### src/rtl/ram_loader.sv
// Bus initiator for the 16x8 RAM: streams bytes in (load), streams RAM out (dump), or clears it.
// Optional feature macro: LOADER_CHECKSUM_EN adds a running byte checksum output.
module ram_loader #(
    parameter int unsigned ADDR_W = 4,
    parameter int unsigned DATA_W = 8
) (
    input  logic              clk,
    input  logic              reset,
    input  logic              load_start,
    input  logic              dump_start,
    input  logic              clear_start,
    input  logic [ADDR_W-1:0] start_addr,
    input  logic [ADDR_W:0]   length,
    input  logic              in_valid,
    output logic              in_ready,
    input  logic [DATA_W-1:0] in_data,
    output logic              out_valid,
    input  logic              out_ready,
    output logic [DATA_W-1:0] out_data,
    output logic              busy,
    output logic              done,
    output logic [ADDR_W-1:0] ram_address,
    output logic [DATA_W-1:0] ram_data_in,
    output logic              ram_write_enable,
    output logic              ram_reset,
    input  logic [DATA_W-1:0] ram_data_out
`ifdef LOADER_CHECKSUM_EN
    ,
    output logic [DATA_W-1:0] checksum
`endif
);

    typedef enum logic [2:0] {
        S_IDLE,
        S_LOAD,
        S_DUMP_REQ,
        S_DUMP_WAIT,
        S_DUMP_OUT,
        S_CLEAR,
        S_DONE
    } state_t;

    state_t            state;
    state_t            state_nxt;
    logic [ADDR_W-1:0] addr;
    logic [ADDR_W:0]   cnt;
    logic              accept_op;
    logic              load_hs;
    logic              dump_hs;

    assign accept_op   = (state == S_IDLE) && !clear_start && (load_start || dump_start);
    assign load_hs     = (state == S_LOAD) && in_valid;
    assign dump_hs     = (state == S_DUMP_OUT) && out_ready;
    assign ram_address = addr;

    always_ff @(posedge clk) begin
        if (!reset) begin
            state    <= S_IDLE;
            addr     <= '0;
            cnt      <= '0;
            out_data <= '0;
        end else begin
            state <= state_nxt;
            if (accept_op) begin
                addr <= start_addr;
                cnt  <= length;
            end else if (load_hs || dump_hs) begin
                addr <= addr + 1'b1;
                cnt  <= cnt - 1'b1;
            end
            if (state == S_DUMP_WAIT) begin
                out_data <= ram_data_out;
            end
        end
    end

    always_comb begin
        state_nxt        = state;
        in_ready         = 1'b0;
        out_valid        = 1'b0;
        busy             = 1'b1;
        done             = 1'b0;
        ram_write_enable = 1'b0;
        ram_reset        = 1'b0;
        ram_data_in      = '0;
        case (state)
            S_IDLE: begin
                busy = 1'b0;
                if (clear_start) begin
                    state_nxt = S_CLEAR;
                end else if (load_start) begin
                    state_nxt = (length == '0) ? S_DONE : S_LOAD;
                end else if (dump_start) begin
                    state_nxt = (length == '0) ? S_DONE : S_DUMP_REQ;
                end
            end
            S_LOAD: begin
                in_ready         = 1'b1;
                ram_data_in      = in_data;
                ram_write_enable = in_valid;
                if (in_valid && (cnt == (ADDR_W+1)'(1))) begin
                    state_nxt = S_DONE;
                end
            end
            S_DUMP_REQ:  state_nxt = S_DUMP_WAIT;
            S_DUMP_WAIT: state_nxt = S_DUMP_OUT;
            S_DUMP_OUT: begin
                out_valid = 1'b1;
                if (out_ready) begin
                    state_nxt = (cnt == (ADDR_W+1)'(1)) ? S_DONE : S_DUMP_REQ;
                end
            end
            S_CLEAR: begin
                ram_reset = 1'b1;
                state_nxt = S_DONE;
            end
            S_DONE: begin
                done      = 1'b1;
                state_nxt = S_IDLE;
            end
            default: state_nxt = S_IDLE;
        endcase
        // Reset cycle: suppress every strobe so a reset mid-LOAD cannot write the RAM.
        if (!reset) begin
            in_ready         = 1'b0;
            out_valid        = 1'b0;
            busy             = 1'b0;
            done             = 1'b0;
            ram_write_enable = 1'b0;
            ram_reset        = 1'b0;
        end
    end

`ifdef LOADER_CHECKSUM_EN
    always_ff @(posedge clk) begin
        if (!reset) begin
            checksum <= '0;
        end else if (accept_op) begin
            checksum <= '0;
        end else if (load_hs) begin
            checksum <= checksum + in_data;
        end else if (dump_hs) begin
            checksum <= checksum + out_data;
        end
    end
`endif

endmodule

### config.mk
export PLATFORM = sky130hd
export DESIGN_NAME = ram_loader
export DESIGN_NICKNAME = d
export VERILOG_FILES = /design/src/rtl/ram_loader.sv
export SDC_FILE = /design/constraint.sdc
export NUM_CORES = 1
export LEC_CHECK = 0
export BUFFER_PORTS_ARGS = -buffer_cell sky130_fd_sc_hd__buf_2
export CAP_MARGIN = 40
export CORE_MARGIN = 1.5
export CORE_UTILIZATION = 29
export DETAILED_ROUTE_END_ITERATION = 7
export GPL_ROUTABILITY_DRIVEN = 0
export PLACE_DENSITY_LB_ADDON = 0.15
export SETUP_SLACK_MARGIN = 0.02
export SYNTH_ARGS = -nofsm -noshare
export SYNTH_HDL_FRONTEND = slang
export SYNTH_SLANG_ARGS = --single-unit
export TNS_END_PERCENT = 10
### constraint.sdc
create_clock -name clk -period 4 [get_ports clk]
set_input_delay 1 -clock clk [delete_from_list [all_inputs] [get_ports clk]]
set_output_delay 1 -clock clk [all_outputs]
set_load 0.03 [all_outputs]
==> Implementation_results.wiki <==
{| class="wikitable"
! Metric !! Value
|-
| Biggest cell delay along the critical path || around 0.21 ns
|-
| RSZ-0062 raised after global routing || false
|-
| Worst setup SP type || input pin
|-
| Final critical-path share of the clock period || 0.748
|-
| #FFs+latches synth || 20
|-
| Comb pwr share || 0.483
|-
| Number of ports placed on the die boundary || 58
|-
| Count of vias placed by the detailed router || between 1000 and 1500
|-
| Starting Density || 0.305
|-
| CTS hold repair buffers || 0
|-
| Number of instances in the synthesized netlist || 133
|-
| Overall routed net length || ~2800 um
|-
| Data required time at the worst endpoint || ~3 ns
|-
| Count of cells resized by post-cts repair || 0
|-
| Placed cell count || 231
|-
| Arrival time of data at the critical path endpoint || between 1.5 and 2 ns
|-
| Count of buffers from port buffering || 57
|-
| Leakage power of the design || between 0.0007 and 0.0008 uW
|-
| Minimum setup slack in the final design || approximately 1.0 ns
|-
| Wire length of the first global-routing pass || about 4600 um
|-
| Post-CTS Setup Inserts || 0
|-
| Critical-path maximum fanout || 13
|-
| Nets@finish || between 200 and 250
|-
| Switch share || 0.428
|-
| Fin Setup TNS || 0 ns
|-
| TritonCTS clock tree || built
|-
| Most prevalent standard cell on the critical path || sky130_fd_sc_hd__buf_2
|-
| Count of distinct cell types in the synthesized netlist || 37
|-
| Fraction of registers with async set or reset after synthesis || 0
|-
| Synthesis-to-layout area growth || 33.2%
|-
| Clock slew seen by the registers of the worst setup and hold paths || approximately 0.080 ns
|-
| Power Internal || approximately 610 uW
|-
| Mean number of vias per cell || just under 5
|-
| Post-synth EDFFs || 0
|-
| Antenna diode count || 0
|-
| Final number of hold-violating endpoints || 0
|-
| Ratio of cells with drive above 1 in the final layout || 0.369
|-
| Number of H-tree branching levels || 1
|-
| Number of buffers and inverters on the critical path || 4
|-
| Maximum clock insertion buffer count || 2
|-
| Number of buffers created by CTS || 3
|-
| Fmax || 334 MHz
|-
| DRC violation count after routing || 0
|-
| Antenna violations before repair || 0
|-
| Source of the worst register-to-register timing path || cnt[0]
|-
| Wire length per cell || ~12 um
|-
| Largest net degree at the start of global routing || 19
|-
| Worst hold start || out_data[0]
|-
| Yosys warning count || 0
|-
| Width of the die || roughly 66 um
|-
| Total power divided by cell area || 703 nW/um^2
|-
| First element of the critical path || reset
|-
| Die Y || around 66 um
|-
| Post-Route Utilization || 0.406
|-
| Type of element capturing the critical path || primary output
|-
| Number of standard-cell rows in the floorplan || 22
|-
| Tightest slew margin relative to the limit || 0.655
|-
| Number of inserted filler cells in the final layout || 388
|-
| Library cell used as clock root buffer || sky130_fd_sc_hd__clkbuf_8
|-
| Result of the run || complete, no violations
|-
| Share of the yosys chip area belonging to registers || 0.353
|-
| Detailed-router iteration count before antenna repair || 4
|-
| Highest-delay cell along the critical path || sky130_fd_sc_hd__buf_2
|-
| Flip-flop cell with the highest count after synthesis || sky130_fd_sc_hd__dfxtp_1
|-
| Total global-route track usage || 0.134
|-
| Chain of cells forming the critical path || buf_2 -> inv_1 -> buf_4 -> nor3_1 -> and2_1 -> buf_2
|-
| Post-synthesis cell area || roughly 1100 um^2
|-
| Final clock skew || 0.00210 ns
|-
| Total setup violations reported at the end of the flow || 0
|-
| Max-slew violation count || 0
|-
| Worst-Margin Slew || between 0.5 and 0.6 ns
|-
| Dominant delay contributor by cell family on the critical path || buffers and inverters
|-
| Residual overflow from global routing || 0
|-
| Clock latency on the worst-skew pair || between 0.2 and 0.3 ns
|-
| Die Footprint || ~4300 um^2
|-
| Max VDD drop || approximately 0.23 mV
|-
| Antenna viol nets, final || 0
|-
| Share of total power in sequential cells || 0.324
|-
| Mean cell area of the mapped netlist || approximately 8.5 um^2
|-
| Worst-case setup slack after placement || ~0.99 ns
|-
| Half-perimeter wire length of the detailed placement result || 2150 um
|-
| Number of global-route vias before repair || roughly 1100
|-
| Max Cap Violations || 0
|-
| Post-route insts no fill || approximately 240
|-
| Total nets after synthesis || about 170
|-
| Crit path time final || roughly 3.0 ns
|-
| Placeable core region || roughly 3700 um^2
|-
| Crit Path Class || input pin to primary output
|-
| Number of sinks driven by the clock tree || 20
|-
| Clock network fraction of design power || 0.194
|-
| Starting DRC count in detailed routing || between 70 and 80
|-
| Switching power || approximately 450 uW
|-
| Type of the tightest min-delay check || flop to flop
|}
## per-stage QoR
stage / power [uW] / hold slack (ns) / instance area (um^2)
finish: 1060 / 0.499 / 1510
global route: 1150 / 0.535 / 1510
CTS: 1070 / 0.507 / 1510
detailed placement: 866 / 0.482 / 1440
global placement: 860 / 0.482 / 1440
floorplan: 751 / 0.533 / 1130
## worst reg2reg max path, delay by kind of cell (launching register included)
family,cells,cell delay [ns]
AO/OA/AOI/OAI,2,0.49
adder cells (fa/ha/maj),1,0.16
flip-flops,1,0.40
AND/OR/NAND/NOR,2,0.59
## Yosys cell counts (3+ instances only)
cell type	n	share of area
sky130_fd_sc_hd__mux2i_1	9	0.079
sky130_fd_sc_hd__nor2_1	20	0.066
sky130_fd_sc_hd__inv_1	6	0.020
sky130_fd_sc_hd__nor3_1	3	0.013
sky130_fd_sc_hd__xor2_1	4	0.031
sky130_fd_sc_hd__ha_1	3	0.033
sky130_fd_sc_hd__a21oi_1	8	0.035
sky130_fd_sc_hd__o21ai_0	12	0.053
sky130_fd_sc_hd__clkbuf_1	4	0.013
sky130_fd_sc_hd__and2_1	9	0.050
sky130_fd_sc_hd__dfxtp_1	20	0.35
## cells by family (layout without fill, tap and decap cells)
kind of cell	after synthesis	in the layout	share of synthesized area
AND/OR/NAND/NOR	48	48	0.238
AO/OA/AOI/OAI	33	33	0.188
flip-flops	20	20	0.353
buffers and inverters	14	68	0.0618
multiplexers	9	9	0.0795
XOR/XNOR	6	6	0.0464
adder cells (fa/ha/maj)	3	3	0.0331
## area by class of cell
| cell class | instances | area, um^2 | share of cell area |
|---|---|---|---|
| multi-input cells | 99 | 663 | 0.439 |
| repair buffers | 58 | 293 | 0.194 |
| clock buffers | 3 | 41.3 | 0.0273 |
| inverters | 6 | 22.5 | 0.0149 |
| clock inverters | 1 | 30.0 | 0.0199 |
| well taps | 48 | 60.1 | 0.0398 |
| flip-flops and latches | 20 | 400 | 0.265 |
## flip-flops by register name, indices dropped and copies added, names as in the netlist
register     cells
ram_address      4
state            3
out_data         8
cnt              5
## path summary, 6_finish.rpt
| path | to | slack [ns] | depth (start not counted) |
|---|---|---|---|
| min reg2reg | out_data[0] | 0.50 | 2 |
| max reg2reg | state[2] | 2.24 | 5 |
| min | out_data[0] | 0.50 | 2 |
| max | ram_write_enable | 1.01 | 6 |
## layout by cell type, fill, tap and decap left out, types with 2 or more instances in the layout
| cell | count |
|---|---|
| sky130_fd_sc_hd__a2111oi_0 | 2 |
| sky130_fd_sc_hd__a21oi_1 | 8 |
| sky130_fd_sc_hd__and2_1 | 9 |
| sky130_fd_sc_hd__and4bb_2 | 2 |
| sky130_fd_sc_hd__buf_2 | 57 |
| sky130_fd_sc_hd__clkbuf_8 | 3 |
| sky130_fd_sc_hd__dfxtp_1 | 20 |
| sky130_fd_sc_hd__ha_1 | 3 |
| sky130_fd_sc_hd__inv_1 | 6 |
| sky130_fd_sc_hd__mux2i_1 | 9 |
| sky130_fd_sc_hd__nand2_1 | 2 |
| sky130_fd_sc_hd__nand3b_1 | 2 |
| sky130_fd_sc_hd__nor2_1 | 20 |
| sky130_fd_sc_hd__nor3_1 | 3 |
| sky130_fd_sc_hd__o2111ai_1 | 2 |
| sky130_fd_sc_hd__o21ai_0 | 12 |
| sky130_fd_sc_hd__o21ai_1 | 2 |
| sky130_fd_sc_hd__xnor2_1 | 2 |
| sky130_fd_sc_hd__xor2_1 | 4 |
## routing by layer
| layer | GRT usage | vias up | part of all wire |
|---|---|---|---|
| li1 | - | 579 | - |
| met1 | 0.158 | 528 | 0.44 |
| met2 | 0.241 | 39 | 0.48 |
| met3 | 0.0274 | 2 | 0.070 |
| met4 | 0.0417 | 0 | 0.0076 |
| met5 | 0 | - | 0 |
## power by group through the flow
stage	Clock, uW	Combinational (uW)	Sequential (uW)
finish	205	512	344
global route	219	576	357
CTS	211	519	344
detailed placement	0	517	349
global placement	0	514	347
floorplan	0	391	360
No activity file was read; power rests on OpenSTA's default activity.
